--- src/rtl/seg7_pkg.sv ---
// Shared 7-segment encoding: hex nibble to active-high {g,f,e,d,c,b,a} pattern.
// Latency: none (constants and a pure function).
// Backpressure: not applicable.
//
// Contents:
//   NIB_W      width of one display nibble
//   SEG7_HEX   16-entry segment table, entry n = pattern for hex digit n
//   hex_to_seg table lookup helper
package seg7_pkg;

   localparam int NIB_W = 4;

   // Packed so entry 0 sits in the low bits; listed F down to 0.
   localparam logic [15:0][6:0] SEG7_HEX = {
      7'h71, 7'h79, 7'h5E, 7'h39, 7'h7C, 7'h77, 7'h6F, 7'h7F,
      7'h07, 7'h7D, 7'h6D, 7'h66, 7'h4F, 7'h5B, 7'h06, 7'h3F
   };

   function automatic logic [6:0] hex_to_seg(input logic [NIB_W-1:0] i_nib);
      return SEG7_HEX[i_nib];
   endfunction

endpackage

--- src/rtl/hex_to_seg7.sv ---
// Combinational hex nibble to active-high 7-segment decoder.
// Latency: 0 cycles (pure combinational).
// Backpressure: none; output follows input continuously.
//
// Ports:
//   i_nib  in  4  hex digit 0-F
//   o_seg  out 7  segments {g,f,e,d,c,b,a}, bit0 = a, active-high
module hex_to_seg7
   import seg7_pkg::*;
(
   input  logic [NIB_W-1:0] i_nib,
   output logic [6:0]       o_seg
);

   assign o_seg = hex_to_seg(i_nib);

endmodule

--- src/rtl/seg7_scan_driver.sv ---
// Time-multiplexed DIGITS-digit 7-segment scan driver with frame-aligned update.
// Latency: seg/dp/an/frame_done are registered, one cycle behind the slot counters.
// Backpressure: none; load is always accepted into pending, shown from the next frame.
//
// Ports:
//   clk, rst_n   clock (rising edge), asynchronous active-low reset
//   data_in      nibble i = data_in[4i+3:4i], digit 0 least significant
//   dp_in        decimal point request per digit
//   load         capture data_in/dp_in into pending this cycle (last load wins)
//   blank_lz     enable leading-zero blanking (digit 0 never blanked)
//   seg, dp      segment pattern and decimal point, polarity set by SEG_ACT_LOW
//   an           one-hot digit enable (all inactive during guard), polarity by AN_ACT_LOW
//   frame_done   one-cycle pulse aligned with the final output cycle of the last slot
module seg7_scan_driver
   import seg7_pkg::*;
#(
   parameter int DIGITS      = 4,
   parameter int SLOT_CYC    = 50000,
   parameter int GUARD       = 16,
   parameter bit SEG_ACT_LOW = 1'b0,
   parameter bit AN_ACT_LOW  = 1'b0
) (
   input  logic                    clk,
   input  logic                    rst_n,
   input  logic [NIB_W*DIGITS-1:0] data_in,
   input  logic [DIGITS-1:0]       dp_in,
   input  logic                    load,
   input  logic                    blank_lz,
   output logic [6:0]              seg,
   output logic                    dp,
   output logic [DIGITS-1:0]       an,
   output logic                    frame_done
);

   localparam int SCW = (SLOT_CYC > 1) ? $clog2(SLOT_CYC) : 1;
   localparam int IW  = (DIGITS > 1) ? $clog2(DIGITS) : 1;

   localparam logic [SCW-1:0]    SLOT_LAST = SCW'(SLOT_CYC - 1);
   localparam logic [SCW-1:0]    GUARD_END = SCW'(GUARD);
   localparam logic [IW-1:0]     IDX_LAST  = IW'(DIGITS - 1);
   localparam logic [6:0]        SEG_OFF   = {7{SEG_ACT_LOW}};
   localparam logic [DIGITS-1:0] AN_OFF    = {DIGITS{AN_ACT_LOW}};

   logic [SCW-1:0]          r_slot_cnt;
   logic [IW-1:0]           r_idx;
   logic [NIB_W*DIGITS-1:0] r_pend_dat;
   logic [DIGITS-1:0]       r_pend_dp;
   logic [NIB_W*DIGITS-1:0] r_act_dat;
   logic [DIGITS-1:0]       r_act_dp;
   logic [6:0]              r_seg;
   logic                    r_dp;
   logic [DIGITS-1:0]       r_an;
   logic                    r_frame_done;

   logic                    w_slot_wrap;
   logic                    w_frame_end;
   logic                    w_guard;
   logic [NIB_W-1:0]        w_nib;
   logic                    w_dp_bit;
   logic                    w_upper_zero;
   logic                    w_blank;
   logic [6:0]              w_seg_dec;
   logic [6:0]              w_seg_hi;
   logic [DIGITS-1:0]       w_an_hi;

   assign w_slot_wrap = (r_slot_cnt == SLOT_LAST);
   assign w_frame_end = w_slot_wrap && (r_idx == IDX_LAST);
   assign w_guard     = (r_slot_cnt < GUARD_END);

   // Slot prescaler and digit index.
   always_ff @(posedge clk or negedge rst_n) begin
      if (!rst_n) begin
         r_slot_cnt <= '0;
         r_idx      <= '0;
      end else if (w_slot_wrap) begin
         r_slot_cnt <= '0;
         r_idx      <= (r_idx == IDX_LAST) ? '0 : r_idx + IW'(1);
      end else begin
         r_slot_cnt <= r_slot_cnt + SCW'(1);
      end
   end

   // Pending captures every load; active only moves at the frame boundary.
   // Non-blocking update means a load in the boundary cycle stays in pending
   // while active takes the older pending value.
   always_ff @(posedge clk or negedge rst_n) begin
      if (!rst_n) begin
         r_pend_dat <= '0;
         r_pend_dp  <= '0;
         r_act_dat  <= '0;
         r_act_dp   <= '0;
      end else begin
         if (load) begin
            r_pend_dat <= data_in;
            r_pend_dp  <= dp_in;
         end
         if (w_frame_end) begin
            r_act_dat <= r_pend_dat;
            r_act_dp  <= r_pend_dp;
         end
      end
   end

   // Digit mux plus "this digit and everything above it is zero" detect.
   // Loop-compare form stays in range when DIGITS is not a power of two.
   always_comb begin
      w_nib        = '0;
      w_dp_bit     = 1'b0;
      w_upper_zero = 1'b1;
      for (int j = 0; j < DIGITS; j++) begin
         if (IW'(j) == r_idx) begin
            w_nib    = r_act_dat[NIB_W*j +: NIB_W];
            w_dp_bit = r_act_dp[j];
         end
         if ((IW'(j) >= r_idx) && (r_act_dat[NIB_W*j +: NIB_W] != '0)) begin
            w_upper_zero = 1'b0;
         end
      end
   end

   assign w_blank = blank_lz && w_upper_zero && (r_idx != '0);

   hex_to_seg7 u_dec (
      .i_nib (w_nib),
      .o_seg (w_seg_dec)
   );

   assign w_seg_hi = w_blank ? 7'h00 : w_seg_dec;

   always_comb begin
      w_an_hi = '0;
      for (int j = 0; j < DIGITS; j++) begin
         w_an_hi[j] = (IW'(j) == r_idx) && !w_guard;
      end
   end

   // Output registers: an and seg update on the same edge so a new digit
   // never appears with the previous digit's segments.
   always_ff @(posedge clk or negedge rst_n) begin
      if (!rst_n) begin
         r_seg        <= SEG_OFF;
         r_dp         <= SEG_ACT_LOW;
         r_an         <= AN_OFF;
         r_frame_done <= 1'b0;
      end else begin
         r_seg        <= w_seg_hi ^ SEG_OFF;
         r_dp         <= w_dp_bit ^ SEG_ACT_LOW;
         r_an         <= w_an_hi ^ AN_OFF;
         r_frame_done <= w_frame_end;
      end
   end

   assign seg        = r_seg;
   assign dp         = r_dp;
   assign an         = r_an;
   assign frame_done = r_frame_done;

endmodule

--- config.mk ---
export PLATFORM = sky130hd
export DESIGN_NAME = seg7_scan_driver
export DESIGN_NICKNAME = d
export VERILOG_FILES = /design/src/rtl/seg7_pkg.sv /design/src/rtl/hex_to_seg7.sv /design/src/rtl/seg7_scan_driver.sv
export SDC_FILE = /design/constraint.sdc
export NUM_CORES = 1
export LEC_CHECK = 0
export BUFFER_PORTS_ARGS = -buffer_cell sky130_fd_sc_hd__clkbuf_2
export CORE_AREA = 8 8 100 102
export CTS_BUF_LIST = sky130_fd_sc_hd__clkbuf_4 sky130_fd_sc_hd__clkbuf_8
export CTS_CLUSTER_SIZE = 10
export DETAILED_ROUTE_END_ITERATION = 16
export DIE_AREA = 0 0 108 110
export GPL_TIMING_DRIVEN = 0
export PLACE_DENSITY_LB_ADDON = 0.25
export SKIP_LAST_GASP = 1
export SYNTH_ARGS = -nofsm -noshare
export SYNTH_HDL_FRONTEND = slang
export SYNTH_SLANG_ARGS = --single-unit
--- constraint.sdc ---
create_clock -name clk -period 3.6 [get_ports clk]
set_clock_uncertainty 0.1 [all_clocks]
set_input_delay 0.18 -clock clk [delete_from_list [all_inputs] [get_ports clk]]
set_output_delay 0.18 -clock clk [all_outputs]
set_load 0.02 [all_outputs]
==> results.txt <==
Status -> finished clean
Die height -> 110 um
Mapped Area -> 0.003274 sq mm
Final setup TNS -> 0 ns
Die extent in x -> 108 um
GPL Wtd Cong -> 0.7689
Share of layout cells above drive strength 1 -> 28.95%
Setup Slack @ Placement -> 0.5770 ns
Pins over their slew limit -> 0
Drt initial violations -> 56
Commonest non-fill, non-tap cell in the layout -> dfrtp_1
Worst Path Arrival -> 3.21 ns
Pre-antenna DRT Iters -> 4
CP Max Fanout -> 10
Gr ovfl total -> 0
Synth-to-layout area growth -> 24.57%
Global-route wire length before repair -> 10980 um
Core area -> 0.008466 sq mm
Die area -> 0.01188 sq mm
Pleak -> 1.925 nW
DR vias -> 2184
Starting density of the core -> 38.68%
Placed Cells -> 413
Main synth FF type -> dfrtp_1
Most frequent cells in the layout -> dfrtp_1 (71), clkbuf_2 (34), mux2_2 (29)
Post-synth top area share -> 54.26%
Slew margin rel. -> 42.73%
Area of the multi-input gates -> 0.001433 sq mm
CTS tree -> yes
Initial antenna violation count -> 0
WP buf/inv -> 3
RSZ-0062 raised after global routing -> no
GRT Total Usage -> 11.70%
CP Cell Sequence -> inv_1, ha_1, clkbuf_1, nor2b_1, a221oi_1, a211oi_1, inv_1, ha_1, nand2_1, o21ai_0, a211oi_1
Worst-margin pin slew -> 0.8539 ns
# fillers -> 797
Largest net degree at the start of global routing -> 60
Cells after synthesis -> 269
Antenna-violating nets left -> 0
Cell row count -> 34
Post-route cell area -> 0.004079 sq mm
CP top delay family -> compound AO/OA/AOI/OAI gates
Avg Inst Size Synth -> 12.17 sq um
Synth area leaders -> dfrtp_1 (54%), mux2_2 (10%), ha_1 (4.6%)
Critical path startpoint category -> flip-flop
Core Util, Final -> 48.18%
Placed Area -> 0.003615 sq mm
Register area share after synthesis -> 54.26%
Root buf cell -> clkbuf_8
Seq cells post-synth -> 71
Clock Sinks -> 71
Final Hold Fails -> 0
WL per Instance -> 13.94 um
Syn Nets -> 305
Max stage delay on crit path -> 0.70 ns
Critical path capture point type -> flip-flop
F_max -> 328.2 MHz
Post-synth cell types -> 44
Path type of the worst min-delay path -> primary input to async pin
Detailed placement HPWL -> 4459 um
CP max stage cell -> a211oi_1
Async SR Flop Fraction -> 100.0%
Final setup fails -> 0
Critical Path RT -> 3.76 ns
# H-tree levels -> 3
Fin crit share -> 84.63%
Worst Setup Path Type -> flip-flop to flip-flop
Total Wirelength -> 6272 um
Worst-Skew Late Latency -> 0.35 ns
CTS Buf Count -> 9
Worst setup margin -> 0.5532 ns
# port buffers -> 35
Post-layout min period -> 3.047 ns
Pwr Density -> 418.5 mW/mm^2
Ant. Diodes -> 0
Nets -> 373
Storage element area -> 0.001777 sq mm
DRC errors left -> 0
Ports -> 37
Vias/cell -> 4.853
Synth area leader -> dfrtp_1
Max cap viols -> 0
EDFF count, synth -> 0
CTS Buffer Depth -> 2
Post-Layout Cell Count -> 450
CTS clk-pin slew, worst paths -> 0.08 ns
Maximum VDD drop -> 294.2 uV
Yosys warns -> 0
Vias in the first global route -> 2273
-- report_power, final --
part	switching (mW)	leakage (nW)	internal [mW]	total [mW]
combinational	0.0305	0.903	0.0476	0.0781
sequential	0.0119	0.896	0.819	0.831
clock	0.314	0.127	0.484	0.798
-- layout make-up --
| class | count | share of cell area, % |
|---|---|---|
| timing repair buffer | 57 | 10.18 |
| inverter | 7 | 0.6442 |
| clock buffer | 10 | 3.374 |
| clock inverter | 6 | 2.853 |
| tap | 108 | 3.313 |
| multi-input combinational | 183 | 35.12 |
| sequential | 71 | 43.56 |
| buffer | 8 | 0.9509 |
-- worst paths after layout --
path | cells past startpoint | slack (ns) | end | start
max | 11 | 0.55 | seg[4] | r_idx[1]
min | 2 | 0.14 | r_slot_cnt[11] | rst_n
max reg2reg | 11 | 0.55 | seg[4] | r_idx[1]
min reg2reg | 1 | 0.38 | r_slot_cnt[0] | r_slot_cnt[0]
max in group asynchronous | 3 | 2.72 | r_act_dat[10] | rst_n
min in group clk | 4 | 0.23 | seg[3] | blank_lz
-- repair_timing --
action	4_1_cts	5_1_grt
setup buffers	0	0
hold buffers	21	0
hold endpoints to repair	91	0
resized for setup	0	0
-- state kept, by name (all words and copies together) (netlist names) --
signal and flops:
an 4, frame_done 1, r_pend_dp 4, r_act_dat 16, seg 7, r_pend_dat 16, r_act_dp 4, dp 1
r_idx 2, r_slot_cnt 16
-- metrics by stage --
step	power [mW]	hold slack, ns
2_1_floorplan	0.8708	-0.2156
3_3_place_gp	0.9039	0.3121
3_5_place_dp	0.9102	-0.01336
4_1_cts	1.731	0.1336
5_1_grt	1.775	0.1456
6_report	1.707	0.1423
-- routing by layer --
metal  up-vias  wire (um)  global-route usage, %
li1       1084          -                      -
met1      1050       3076                  15.18
met2        38       2729                  17.13
met3        12        357                  4.360
met4         0        109                  5.055
met5         -          0                      0
-- logic make-up (layout without fill, tap and decap cells) --
logic type      count (synthesis)  in the layout  synth area share, %
buf+inv                        15             88                1.987
mux                            40             40                14.86
fa+ha+maj                      12             12                4.585
flops                          71             71                54.26
compound gates                 30             30                6.382
simple gates                   88             88                14.44
xor+xnor                       13             13                3.477
-- synth_stat cells (all sizes together), types with 2 or more instances --
cell type	n
buf	2
nor3b	3
dfrtp	71
nand3	9
a311oi	2
ha	12
and2	7
a22oi	2
nor4	7
and3	2
a211oi	4
nor2	21
nand2b	2
xor2	6
clkbuf	6
xnor2	7
nand3b	2
nor2b	4
inv	7
nand2	20
a21oi	7
o21ai	6
nor3	5
or3	2
a221oi	2
mux2	39
Note: power is estimated with default switching activity, not from simulation.
